File: src/rtl/light_pkg.sv
// Shared constants for the LED chaser control path: key FSM state
// encodings and default debounce/long-press timings.
package light_pkg;

    localparam int STATE_W = 3;

    localparam logic [STATE_W-1:0] IDLE       = 3'd0;
    localparam logic [STATE_W-1:0] DB_PRESS   = 3'd1;
    localparam logic [STATE_W-1:0] HELD       = 3'd2;
    localparam logic [STATE_W-1:0] LONG_HELD  = 3'd3;
    localparam logic [STATE_W-1:0] DB_RELEASE = 3'd4;

    typedef enum logic [STATE_W-1:0] {
        ST_IDLE       = IDLE,
        ST_DB_PRESS   = DB_PRESS,
        ST_HELD       = HELD,
        ST_LONG_HELD  = LONG_HELD,
        ST_DB_RELEASE = DB_RELEASE
    } key_state_e;

    localparam int DEF_DEBOUNCE_CYCLES = 1000;
    localparam int DEF_LONG_CYCLES     = 50000;

endpackage

File: src/rtl/sync2.sv
// Two-flop synchroniser for a single asynchronous level.
module sync2 #(
    parameter logic RST_VAL = 1'b0
) (
    input  logic clk,
    input  logic rst_n,
    input  logic d,
    output logic q
);

    logic s1_q;
    logic s2_q;

    always_ff @(posedge clk or negedge rst_n) begin
        if (!rst_n) begin
            s1_q <= RST_VAL;
            s2_q <= RST_VAL;
        end else begin
            s1_q <= d;
            s2_q <= s1_q;
        end
    end

    assign q = s2_q;

endmodule

File: src/rtl/key_run_ctrl.sv
// Push-key front end for the LED chaser: debounces the key, toggles the
// run enable on short presses and forces pause plus a clear on long ones.
module key_run_ctrl
    import light_pkg::*;
#(
    parameter int   DEBOUNCE_CYCLES = DEF_DEBOUNCE_CYCLES,
    parameter int   LONG_CYCLES     = DEF_LONG_CYCLES,
    parameter logic KEY_ACTIVE_LOW  = 1'b1,
    parameter logic EN_RESET        = 1'b0
) (
    input  logic clk,
    input  logic rst_n,
    input  logic key_in,
    output logic en,
    output logic press_pulse,
    output logic long_pulse,
    output logic key_level
);

    localparam int CW = $clog2(LONG_CYCLES + 1);

    localparam logic [CW-1:0] DB_LIM   = CW'(DEBOUNCE_CYCLES);
    localparam logic [CW-1:0] LONG_LIM = CW'(LONG_CYCLES);
    localparam logic [CW-1:0] ONE      = CW'(1);

    logic kp;
    logic ks;

    key_state_e    state_q, state_d;
    logic [CW-1:0] cnt_q, cnt_d;
    logic [CW-1:0] hold_q, hold_d;
    logic [CW-1:0] cnt_inc, hold_inc;
    logic          short_q, short_d;
    logic          en_q, en_d;
    logic          press_q, press_d;
    logic          long_q, long_d;
    logic          level_q, level_d;

    assign kp = key_in ^ KEY_ACTIVE_LOW;

    sync2 #(
        .RST_VAL (1'b0)
    ) u_sync (
        .clk   (clk),
        .rst_n (rst_n),
        .d     (kp),
        .q     (ks)
    );

    // Saturating increments: counters stick at all-ones, never wrap.
    assign cnt_inc  = (cnt_q == '1)  ? cnt_q  : cnt_q + ONE;
    assign hold_inc = (hold_q == '1) ? hold_q : hold_q + ONE;

    always_comb begin
        state_d = state_q;
        cnt_d   = cnt_q;
        hold_d  = hold_q;
        short_d = short_q;
        en_d    = en_q;
        press_d = 1'b0;
        long_d  = 1'b0;
        level_d = level_q;

        unique case (state_q)
            ST_IDLE: begin
                if (ks) begin
                    state_d = ST_DB_PRESS;
                    cnt_d   = ONE;
                end
            end

            ST_DB_PRESS: begin
                if (!ks) begin
                    state_d = ST_IDLE;
                end else begin
                    cnt_d = cnt_inc;
                    if (cnt_inc >= DB_LIM) begin
                        state_d = ST_HELD;
                        hold_d  = '0;
                        level_d = 1'b1;
                        press_d = 1'b1;
                    end
                end
            end

            // Long detection wins over a release seen on the same cycle.
            ST_HELD: begin
                hold_d = hold_inc;
                if (hold_inc >= LONG_LIM) begin
                    state_d = ST_LONG_HELD;
                    en_d    = 1'b0;
                    long_d  = 1'b1;
                end else if (!ks) begin
                    state_d = ST_DB_RELEASE;
                    cnt_d   = ONE;
                    short_d = 1'b1;
                end
            end

            ST_LONG_HELD: begin
                if (!ks) begin
                    state_d = ST_DB_RELEASE;
                    cnt_d   = ONE;
                    short_d = 1'b0;
                end
            end

            ST_DB_RELEASE: begin
                if (ks) begin
                    state_d = short_q ? ST_HELD : ST_LONG_HELD;
                end else begin
                    cnt_d = cnt_inc;
                    if (cnt_inc >= DB_LIM) begin
                        state_d = ST_IDLE;
                        level_d = 1'b0;
                        if (short_q) begin
                            en_d = ~en_q;
                        end
                    end
                end
            end

            default: begin
                state_d = ST_IDLE;
            end
        endcase
    end

    always_ff @(posedge clk or negedge rst_n) begin
        if (!rst_n) begin
            state_q <= ST_IDLE;
            cnt_q   <= '0;
            hold_q  <= '0;
            short_q <= 1'b0;
            en_q    <= EN_RESET;
            press_q <= 1'b0;
            long_q  <= 1'b0;
            level_q <= 1'b0;
        end else begin
            state_q <= state_d;
            cnt_q   <= cnt_d;
            hold_q  <= hold_d;
            short_q <= short_d;
            en_q    <= en_d;
            press_q <= press_d;
            long_q  <= long_d;
            level_q <= level_d;
        end
    end

    assign en          = en_q;
    assign press_pulse = press_q;
    assign long_pulse  = long_q;
    assign key_level   = level_q;

endmodule
File: config.mk
export PLATFORM = sky130hd
export DESIGN_NAME = key_run_ctrl
export DESIGN_NICKNAME = d
export VERILOG_FILES = /design/src/rtl/light_pkg.sv /design/src/rtl/sync2.sv /design/src/rtl/key_run_ctrl.sv
export SDC_FILE = /design/constraint.sdc
export NUM_CORES = 1
export LEC_CHECK = 0
export CAP_MARGIN = 40
export CELL_PAD_IN_SITES_DETAIL_PLACEMENT = 0
export CELL_PAD_IN_SITES_GLOBAL_PLACEMENT = 1
export CORE_MARGIN = 3
export CORE_UTILIZATION = 43
export DETAILED_ROUTE_END_ITERATION = 12
export GPL_ROUTABILITY_DRIVEN = 0
export PLACE_DENSITY_LB_ADDON = 0.1
export SLEW_MARGIN = 20
export SYNTH_ARGS = -nofsm -noshare
export SYNTH_HDL_FRONTEND = slang
export SYNTH_SLANG_ARGS = --single-unit
File: constraint.sdc
create_clock -name clk -period 2.85 [get_ports clk]
set_input_delay 0.285 -clock clk [delete_from_list [all_inputs] [get_ports clk]]
set_output_delay 0.285 -clock clk [all_outputs]
set_load 0.05 [all_outputs]
==> results <==
-- cell families after synthesis --
| group | after synthesis | synth area share [%] |
|---|---|---|
| compound gates | 120 | 27.05 |
| xor+xnor | 3 | 0.8836 |
| fa+ha+maj | 2 | 0.8413 |
| buf+inv | 38 | 5.763 |
| flops | 42 | 35.34 |
| mux | 2 | 0.7152 |
| simple gates | 157 | 29.41 |
-- power by group --
group,internal [mW],switching [mW],total (mW)
sequential,0.622,0.0418,0.664
combinational,0.0901,0.134,0.225
clock,0.281,0.218,0.499
total,0.993,0.394,1.39
-- worst max path at each step --
stage	to	cells past startpoint	slack, ps	from
2_1_floorplan	cnt_q[13]$_DFFE_PN0P_	9	170	hold_q[0]$_DFFE_PN0P_
3_3_place_gp	cnt_q[13]$_DFFE_PN0P_	9	-60	hold_q[0]$_DFFE_PN0P_
3_5_place_dp	cnt_q[13]$_DFFE_PN0P_	9	-40	hold_q[0]$_DFFE_PN0P_
4_1_cts	cnt_q[13]$_DFFE_PN0P_	9	3	hold_q[0]$_DFFE_PN0P_
5_1_grt	cnt_q[13]$_DFFE_PN0P_	10	-4	hold_q[0]$_DFFE_PN0P_
6_report	cnt_q[13]$_DFFE_PN0P_	10	130	hold_q[0]$_DFFE_PN0P_
-- synthesized netlist by cell type, drive strengths merged, types with 11 or more instances --
cell | count | share of area [%]
dfrtp | 42 | 35
nand2 | 38 | 5.0
nor2 | 32 | 4.0
o21ai | 30 | 5.0
a21oi | 25 | 4.2
a31oi | 23 | 5.3
nand3 | 20 | 3.4
clkbuf | 15 | 2.1
nor3 | 14 | 2.5
buf | 12 | 2.3
inv | 11 | 1.4
nand2b | 11 | 2.3
-- worst register-to-register path, cell delays in order, from the launching register on --
cell     delay [ps]
dfrtp_2         450
ha_4            200
nand4_4         140
nor4_4           50
buf_4           170
o31ai_1         190
nand4_1         140
a211o_1         360
a211o_4         410
nand2_4         170
mux2_2          350
-- what timing repair did --
item,CTS,global route
resized for setup,1,8
endpoints found under the setup margin,4,27
pin swaps,0,2
endpoints found under the hold margin,20,0
hold buffers,1,0
buffers inserted,0,3
-- layout by cell type (no fill, tap or decap), types with 11 or more instances in the layout --
cell type	Yosys	layout
a31oi_1	22	22
dfrtp_1	42	38
nand2b_1	11	11
o21ai_0	28	28
nand3_1	20	20
nor3_1	13	13
buf_4	1	31
nor2_1	32	32
a21oi_1	25	25
nand2_1	37	37
inv_1	11	11
-- per-layer routing --
layer  GRT usage, %  share of wire, %
met1          33.43                53
met2          30.54                43
met3          3.226               3.7
met4          4.060              0.56
met5              0                 0
-- through the flow --
step | instances | worst slack (ps) | cell area [sq um]
2_1_floorplan | 364 | 171.9 | 2974
3_3_place_gp | 449 | -60.91 | 3213
3_5_place_dp | 450 | -42.84 | 3241
4_1_cts | 458 | 3.103 | 3366
5_1_grt | 461 | -4.122 | 3436
6_report | 461 | 134.0 | 3436
-- final cells by class --
class	count	area [sq um]	share of cell area (%)
Multi-Input combinational cell	284	1784	51.93
Sequential cell	42	1056	30.74
Timing Repair Buffer	40	345.3	10.05
Tap cell	77	96.34	2.804
Clock buffer	6	82.58	2.403
Inverter	11	41.29	1.202
Clock inverter	1	30.03	0.8740
==> results.py <==
metrics = {
    "hold_path": {
        "holdPathStages": 0,
        "hp-start": "u_sync.s1_q$_DFF_PN0_",
        "hold_end": "u_sync.q$_DFF_PN0_",
        "worstHoldPathType": "reg -> reg",
    },
    "setup_path": {
        "r2r-end": "cnt_q[13]$_DFFE_PN0P_",
        "worst_ep_required_time_ps": 3040,
        "critPathBufInv": 1,
        "cp-start-kind": "flip-flop",
        "reg2reg_depth": 10,
        "end_kind": "flip-flop",
        "path_delay_family": "compound AO/OA/AOI/OAI gates",
        "path_cells": "ha_4, nand4_4, nor4_4, buf_4, o31ai_1, nand4_1, a211o_1, a211o_4, nand2_4, mux2_2",
        "crit_arrival_ps": 2910,
        "r2r_start": "hold_q[0]$_DFFE_PN0P_",
        "slowest_stage": "dfrtp_2",
        "reg2reg_slack_ps": 130,
        "path_max_fanout": 10,
        "slowest_delay_ps": 450,
        "worst-setup-path-type": "reg -> reg",
    },
    "sta": {
        "setup_viol": 0,
        "fin_skew_ps": 8.005,
        "worst_slew_pin_slew_ps": 553.8,
        "final.setup.tns_ps": 0,
        "hold_slack_ps": 359.2,
        "fmax_mhz": 368.2,
        "fin_crit_ps": 2716,
        "slew-limit-headroom_pct": 63.08,
        "hold_viol_final": 0,
        "finalCritPeriodShare_pct": 95.30,
        "drv_slew": 0,
    },
    "placed_design": {
        "port_buffers": 6,
        "dpl.hpwl_um": 5515,
    },
    "global_route": {
        "antenna_found_initial": 0,
        "grt_max_degree": 25,
        "grt_pass1_vias": 2547,
        "grt_overflow": 0,
        "grt_pass1_wl_um": 13190,
        "grtUsageTotal_pct": 21.17,
    },
    "die": {
        "num_rows": 29,
        "die_h_um": 89.17,
        "core_sq_mm": 0.006531,
        "die_area_sq_mm": 0.007950,
        "die_w_um": 89.17,
        "initial_core_util_pct": 45.54,
        "ios": 7,
    },
    "final_layout": {
        "top_regs": "cnt_q: 16 flops, hold_q: 16 flops, state_q: 3 flops",
        "nFillCells": 634,
        "final_nets": 389,
        "diodes": 0,
        "final_util_pct": 52.61,
        "area_growth_pct": 15.52,
        "drive_gt1_share_pct": 17.19,
    },
    "drt": {
        "dr.pass1.iters": 5,
        "vias": 2839,
        "final_antenna_net_count": 0,
        "viasPerCell": 6.158,
        "routed_wl_um": 7732,
        "wire_per_inst_um": 16.77,
        "drtIter0Drc": 121,
        "drcViolationCount": 0,
    },
    "synthesis": {
        "async_flop_share_pct": 100.0,
        "synth_edf_count": 0,
        "syn_inst": 364,
        "ys_seq_elements": 42,
        "yosys_warnings": 0,
        "yosysSeqAreaShare_pct": 35.34,
        "syn_area_sq_mm": 0.002974,
        "synth_nets": 369,
        "synth_ff_type": "dfrtp_1",
        "synth.avg_cell_area_sq_um": 8.171,
        "synth.distinct_cells": 64,
    },
    "clock_tree": {
        "clock-sinks": 42,
        "cts_max_level": 2,
        "clk_latency_ps": 300,
        "numCtsBuffers": 5,
        "cts.clk_slew.worst_paths_ps": 90,
        "cts-root-buf": "clkbuf_8",
        "cts_tree": "built",
        "clk_path_buf_depth": 2,
    },
    "outcome": {
        "status": "complete, no violations",
    },
    "power_and_ir_drop": {
        "finalPower_mw": 1.387,
        "power_density_mw_per_mm2": 403.8,
        "leakagePower_nw": 1.386,
        "vdd_drop_max_v": 0.0002468,
    },
    "flow_run": {
        "drv_cap": 0,
    },
}
Note: power is estimated with default switching activity, not from simulation.
